==> config.mk <==
export PLATFORM = sky130hd
export DESIGN_NAME = pq_front_end
export DESIGN_NICKNAME = d
export VERILOG_FILES = /design/src/rtl/pq_pkg.sv /design/src/rtl/pq_req_fifo.sv /design/src/rtl/pq_front_end.sv
export SDC_FILE = /design/constraint.sdc
export NUM_CORES = 1
export LEC_CHECK = 0
export CORE_AREA = 4 4 148 79
export CTS_CLUSTER_DIAMETER = 150
export DETAILED_ROUTE_END_ITERATION = 7
export DIE_AREA = 0 0 152 83
export SYNTH_ARGS = -nofsm -noshare
export SYNTH_HDL_FRONTEND = slang
export SYNTH_SLANG_ARGS = --single-unit
==> constraint.sdc <==
create_clock -name clk -period 6.1 [get_ports clk]
set_input_delay 1.83 -clock clk [delete_from_list [all_inputs] [get_ports clk]]
set_output_delay 1.83 -clock clk [all_outputs]
set_load 0.005 [all_outputs]
==> src/rtl/pq_pkg.sv <==
// Shared types and constants for the priority-queue core and its front end.
// Key/value layout, the reserved sentinel key and the request record
// carried through the front-end request FIFO.
package pq_pkg;

    localparam int KEY_WIDTH   = 4;
    localparam int VAL_WIDTH   = 4;
    localparam bit MIN_PQ      = 1'b1;
    localparam int PQ_CAPACITY = 15;

    // Sentinel key: the "worst" key for the queue ordering, never stored.
    localparam logic [KEY_WIDTH-1:0] KEYINF = MIN_PQ ? '1 : '0;

    typedef struct packed {
        logic [KEY_WIDTH-1:0] key;
        logic [VAL_WIDTH-1:0] val;
    } kv_t;

    localparam kv_t KV_EMPTY = '{key: KEYINF, val: '0};

    typedef enum logic {OP_ENQ, OP_DEQ} pq_op_t;

    typedef struct packed {
        pq_op_t op;
        kv_t    kv;
    } pq_req_t;

    // True when the pair carries the reserved sentinel key.
    function automatic logic is_sentinel(input kv_t kv);
        return kv.key == KEYINF;
    endfunction

endpackage

==> src/rtl/pq_req_fifo.sv <==
// Request FIFO for pq_front_end. Stores pq_req_t records in arrival order.
// A push is still taken when full if a pop happens in the same cycle.
module pq_req_fifo
    import pq_pkg::*;
#(
    parameter int DEPTH = 4
) (
    input  logic    clk,
    input  logic    rst_n,
    input  logic    push,
    input  logic    pop,
    input  pq_req_t din,
    output pq_req_t dout,
    output logic    full,
    output logic    empty
);

    localparam int AW = $clog2(DEPTH);

    pq_req_t        mem [DEPTH];
    logic [AW-1:0]  wr_ptr;
    logic [AW-1:0]  rd_ptr;
    logic [AW:0]    cnt;
    logic           do_push;
    logic           do_pop;

    assign do_pop  = pop && !empty;
    assign do_push = push && (!full || do_pop);
    assign full    = (cnt == (AW+1)'(DEPTH));
    assign empty   = (cnt == '0);
    assign dout    = mem[rd_ptr];

    // Pointer and occupancy bookkeeping; pointers wrap naturally (DEPTH is a power of 2).
    always_ff @(posedge clk) begin
        if (!rst_n) begin
            wr_ptr <= '0;
            rd_ptr <= '0;
            cnt    <= '0;
        end else begin
            if (do_push) wr_ptr <= wr_ptr + AW'(1);
            if (do_pop)  rd_ptr <= rd_ptr + AW'(1);
            case ({do_push, do_pop})
                2'b10:   cnt <= cnt + (AW+1)'(1);
                2'b01:   cnt <= cnt - (AW+1)'(1);
                default: cnt <= cnt;
            endcase
        end
    end

    // Storage array; contents are only meaningful between the pointers, so no reset.
    always_ff @(posedge clk) begin
        if (do_push) mem[wr_ptr] <= din;
    end

endmodule

==> src/rtl/pq_front_end.sv <==
// Request front end for a priority-queue core: buffers ENQ/DEQ requests,
// issues them one at a time, tracks core occupancy and returns one response
// per request. Optional statistics counters are built when PQ_FE_STATS_EN
// is defined.
module pq_front_end
    import pq_pkg::*;
#(
    parameter int FIFO_DEPTH = 4,
    parameter int CAPACITY   = PQ_CAPACITY
) (
    input  logic         clk,
    input  logic         rst_n,
    input  logic         req_valid,
    output logic         req_ready,
    input  pq_op_t       req_op,
    input  kv_t          req_kv,
    output logic         pq_enq,
    output logic         pq_deq,
    output kv_t          pq_kvi,
    input  kv_t          pq_kvo,
    input  logic         pq_busy,
    output logic         rsp_valid,
    input  logic         rsp_ready,
    output kv_t          rsp_kv,
    output logic         rsp_err
`ifdef PQ_FE_STATS_EN
    ,output logic [15:0] stat_enq
    ,output logic [15:0] stat_deq
    ,output logic [15:0] stat_err
`endif
);

    localparam int CW = $clog2(CAPACITY + 1);

    localparam logic [2:0] S_IDLE  = 3'd0;
    localparam logic [2:0] S_CHECK = 3'd1;
    localparam logic [2:0] S_ISSUE = 3'd2;
    localparam logic [2:0] S_WAIT  = 3'd3;
    localparam logic [2:0] S_RESP  = 3'd4;

    logic [2:0]    state;
    logic [CW-1:0] count;
    pq_op_t        cur_op;
    kv_t           cur_kv;
    kv_t           rsp_kv_q;
    logic          rsp_err_q;

    logic          fifo_push;
    logic          fifo_pop;
    logic          fifo_full;
    logic          fifo_empty;
    pq_req_t       fifo_din;
    pq_req_t       head;
    logic          check_err;

    assign fifo_din  = '{op: req_op, kv: req_kv};
    assign fifo_pop  = (state == S_CHECK);
    assign req_ready = rst_n && (!fifo_full || fifo_pop);
    assign fifo_push = req_valid && req_ready;

    pq_req_fifo #(
        .DEPTH (FIFO_DEPTH)
    ) u_fifo (
        .clk   (clk),
        .rst_n (rst_n),
        .push  (fifo_push),
        .pop   (fifo_pop),
        .din   (fifo_din),
        .dout  (head),
        .full  (fifo_full),
        .empty (fifo_empty)
    );

    // Decide whether the head request must be rejected without touching the core.
    always_comb begin
        check_err = 1'b0;
        if (head.op == OP_ENQ)
            check_err = (count == CW'(CAPACITY)) || is_sentinel(head.kv);
        else
            check_err = (count == '0);
    end

    // Core strobes are only raised in ISSUE on a cycle where the core is free.
    always_comb begin
        pq_enq = (state == S_ISSUE) && !pq_busy && (cur_op == OP_ENQ);
        pq_deq = (state == S_ISSUE) && !pq_busy && (cur_op == OP_DEQ);
        pq_kvi = pq_enq ? cur_kv : KV_EMPTY;
    end

    // Response outputs read as idle values outside the RESP state.
    always_comb begin
        rsp_valid = (state == S_RESP);
        rsp_kv    = rsp_valid ? rsp_kv_q : KV_EMPTY;
        rsp_err   = rsp_valid && rsp_err_q;
    end

    // Sequencer: one op at a time, occupancy tracking and response capture.
    always_ff @(posedge clk) begin
        if (!rst_n) begin
            state     <= S_IDLE;
            count     <= '0;
            cur_op    <= OP_ENQ;
            cur_kv    <= KV_EMPTY;
            rsp_kv_q  <= KV_EMPTY;
            rsp_err_q <= 1'b0;
        end else begin
            case (state)
                S_IDLE: begin
                    if (!fifo_empty) state <= S_CHECK;
                end
                S_CHECK: begin
                    cur_op <= head.op;
                    cur_kv <= head.kv;
                    if (check_err) begin
                        rsp_kv_q  <= KV_EMPTY;
                        rsp_err_q <= 1'b1;
                        state     <= S_RESP;
                    end else begin
                        state <= S_ISSUE;
                    end
                end
                S_ISSUE: begin
                    if (!pq_busy) begin
                        if (cur_op == OP_ENQ) begin
                            count    <= count + CW'(1);
                            rsp_kv_q <= cur_kv;
                        end else begin
                            count    <= count - CW'(1);
                            rsp_kv_q <= pq_kvo;
                        end
                        rsp_err_q <= 1'b0;
                        state     <= S_WAIT;
                    end
                end
                S_WAIT: begin
                    if (!pq_busy) state <= S_RESP;
                end
                S_RESP: begin
                    if (rsp_ready) state <= fifo_empty ? S_IDLE : S_CHECK;
                end
                default: state <= S_IDLE;
            endcase
        end
    end

`ifdef PQ_FE_STATS_EN
    // Saturating counters of successful ENQs, successful DEQs and rejected ops.
    always_ff @(posedge clk) begin
        if (!rst_n) begin
            stat_enq <= '0;
            stat_deq <= '0;
            stat_err <= '0;
        end else begin
            if (pq_enq && (stat_enq != 16'hFFFF)) stat_enq <= stat_enq + 16'd1;
            if (pq_deq && (stat_deq != 16'hFFFF)) stat_deq <= stat_deq + 16'd1;
            if ((state == S_CHECK) && check_err && (stat_err != 16'hFFFF))
                stat_err <= stat_err + 16'd1;
        end
    end
`endif

endmodule
==> results_dict.tcl, run 1 <==
set metrics [dict create \
    outcome "complete, no violations" \
    setup_tns_ps 0 \
    irDropWorstVdd_mv 0.168 \
    clk_pin_slew_ps 60 \
    power_frac_seq 0.449 \
    ys.flop_type "edfxtp_1" \
    worstSetupPathType "in2out" \
    ios 43 \
    setup.worst_path.start_class "input port" \
    detail-route-antenna-nets 0 \
    cp.arrival_ps 3730 \
    routedWlPerCell_um 14.7 \
    cts_hold_buf 0 \
    timing.final.crit_share 0.912 \
    core_um2 10500 \
    max_slew_margin 0.486 \
    row_count 27 \
    avgViaCountPerCell 4.60 \
    cts_sinks 70 \
    cp_slowest_stage_delay_ps 450 \
    clock_latency_ps 330 \
    powerDensity_nw_per_um2 336 \
    routabilityCongestion 0.739 \
    synth-edff-count 36 \
    die_h_um 83 \
    dr.pass1.iters 4 \
    hold_violations 0 \
    tightestPinTransition_ps 770 \
    drc 0 \
    hold_start "rsp_kv_q[0]$_SDFFE_PN0P_" \
    crit_start "pq_busy" \
    p_comb_frac 0.171 \
    maxCapViolations 0 \
    wirelength_um 6540 \
    cp_slowest_cell "clkdlybuf4s50_1" \
    die_w_um 152 \
    fin_nets 326 \
    max_freq_mhz 180 \
    synth_warnings 0 \
    p_clk_frac 0.379 \
    start_util 0.291 \
    vias 2045 \
    grt_antenna_before_repair 0 \
    finalNonFillerCells 445 \
    htreeDepth 3 \
    cpMostUsedCell "clkdlybuf4s50_1" \
    grt_usage 0.112 \
    power.internal_w 0.000959 \
    crit_chain "clkdlybuf4s50_1 -> nor2b_1 -> nand2_1 -> or3_1 -> clkdlybuf4s50_1" \
    crit_required_ps 4270 \
    syn-num-nets 282 \
    cts_tree "yes" \
    yosysSeqAreaShare 0.575 \
    switching_share 0.272 \
    dieArea_um2 12600 \
    port_buffers 42 \
    grt_pass1_wl_um 11100 \
    skew_ps 6.29 \
    cp_max_fo 13 \
    grt_start_max_net_pins 22 \
    post_cts_buffers 0 \
    grt_pass1_vias 2152 \
    grt_setup_unrepaired "false" \
    synth-async-reset-ratio 0 \
    syn_area_um2 3060 \
    rr_startpoint "state[0]$_SDFFE_PN0P_" \
    min_period_ps 5560 \
    fill_cells 1033 \
    cts.path.max_buffers 2 \
    syn2layout_area_growth_pct 28.0 \
    p_sw_w 0.000359 \
    cp-end-kind "primary output" \
    grt_overflow 0 \
    setup_viol 0 \
    clockRootBuffer "clkbuf_16" \
    netlist_instances 251 \
    syn_area_per_cell_um2 12.2 \
    ys_types 44 \
    leakagePower_nw 1.37 \
    dpl.cell_count 429 \
    synth-seq-cells 70 \
    path_delay_family "simple AND/OR/NAND/NOR gates" \
    numCtsBuffers 9 \
    dp_hpwl_um 4860 \
    antennaDiodeCount 0 \
    dr.first_iter.drc_count 124 \
    final-max-slew-violation-count 0 \
    drive_gt1_frac 0.0967 \
    hp-class "reg2reg" \
    post_cts_resized 0 \
    path_buf_inv 2 \
]
==> per-layer routing <==
layer	vias to the layer above	share of wire	wire length (um)	track usage
li1	1002	-	-	-
met1	982	0.52	3390	0.158
met2	59	0.41	2700	0.159
met3	2	0.066	430	0.0479
met4	0	0.0035	23	0.0220
met5	-	0	0	0
==> worst paths after layout <==
path	end	slack [ps]	cells after the start
setup reg to reg	u_fifo.cnt[2]$_SDFFE_PN0P_	3440	10
hold / removal	rsp_kv_q[0]$_SDFFE_PN0P_	460	1
hold reg to reg	rsp_kv_q[0]$_SDFFE_PN0P_	460	1
setup / recovery	pq_kvi[4]	540	5
==> state kept, by name (all words and copies together) (netlist names), named ones only <==
register,cells
cur_op,1
u_fifo.wr_ptr,2
state,3
rsp_kv_q,8
u_fifo.cnt,3
u_fifo.rd_ptr,2
rsp_err_q,1
u_fifo.mem,36
cur_kv,8
count,4
==> layout by cell type, fill, tap and decap left out, drive strengths merged, types with 4 or more instances in the layout <==
cell / instances
mux4: 9
clkbuf: 9
inv: 12
dfxtp: 34
a21oi: 15
clkdlybuf4s50: 42
edfxtp: 36
xnor2: 4
or3: 6
ha: 7
nand3: 4
nor2: 16
nand2: 34
and3: 8
and2: 7
mux2i: 8
nand2b: 4
o2bb2ai: 4
clkinv: 5
a2bb2oi: 4
==> cells by family after synthesis <==
kind of cell | share of synthesized area
muxes | 0.102
AOI/OAI and AO/OA | 0.0874
and+or+nand+nor | 0.140
xor gates and xnor gates | 0.0200
adders and majority gates | 0.0416
DFF | 0.575
buffers and inverters | 0.0335
==> final cells by class <==
cell class | count | area, um^2 | share of cell area
sequential | 70 | 1760 | 0.449
clock buffer | 9 | 225 | 0.0574
clock inverter | 7 | 65.1 | 0.0166
timing repair buffer | 45 | 443 | 0.113
inverter | 12 | 45.0 | 0.0115
multi-input combinational | 157 | 1200 | 0.306
tap | 145 | 181 | 0.0463
==> power groups by stage <==
stage                     clock, W  combinational [W]  sequential [W]
final                     0.000500           0.000226        0.000592
after global routing      0.000538           0.000262        0.000601
after CTS                 0.000513           0.000228        0.000592
after detailed placement         0           0.000226        0.000602
after global placement           0           0.000221        0.000601
after floorplan                  0           0.000185        0.000571
==> cells in the mapped netlist, types with 3 or more instances <==
master      n  area, um^2
mux2i_1     8        80.1
a21oi_1    13        65.1
o2bb2ai_1   4        35.0
nor3_1      3        15.0
a2bb2oi_1   4        35.0
mux4_1      8         210
edfxtp_1   36        1080
xnor2_1     4        35.0
clkbuf_1    8        30.0
nand3_1     4        20.0
ha_1        7        87.6
nand2b_1    4        25.0
or3_1       6        37.5
and2_1      6        37.5
inv_1      12        45.0
nand2_1    33         124
and3_1      8        50.1
xor2_1      3        26.3
dfxtp_1    34         681
nor2_1     15        56.3
==> through the flow <==
stage | util | cell area, um^2 | setup WS (ps) | total power, W | hold WS, ps
3_3_place_gp | 0.344 | 3630 | 582 | 0.000823 | 442
6_report | 0.372 | 3920 | 536 | 0.00132 | 458
4_1_cts | 0.372 | 3920 | 521 | 0.00133 | 458
5_1_grt | 0.372 | 3920 | 372 | 0.00140 | 482
2_1_floorplan | - | 3060 | 1650 | 0.000756 | 424
3_5_place_dp | 0.344 | 3630 | 530 | 0.000828 | 440
Note: power is estimated with default switching activity, not from simulation.
==> run 2, diff against run 1 <==
Settings changed: ABC_CLOCK_PERIOD_IN_PS set to 6100.
==> results of run 2 <==
No change in the layout: final DEF, timing and power equal those of run 1.
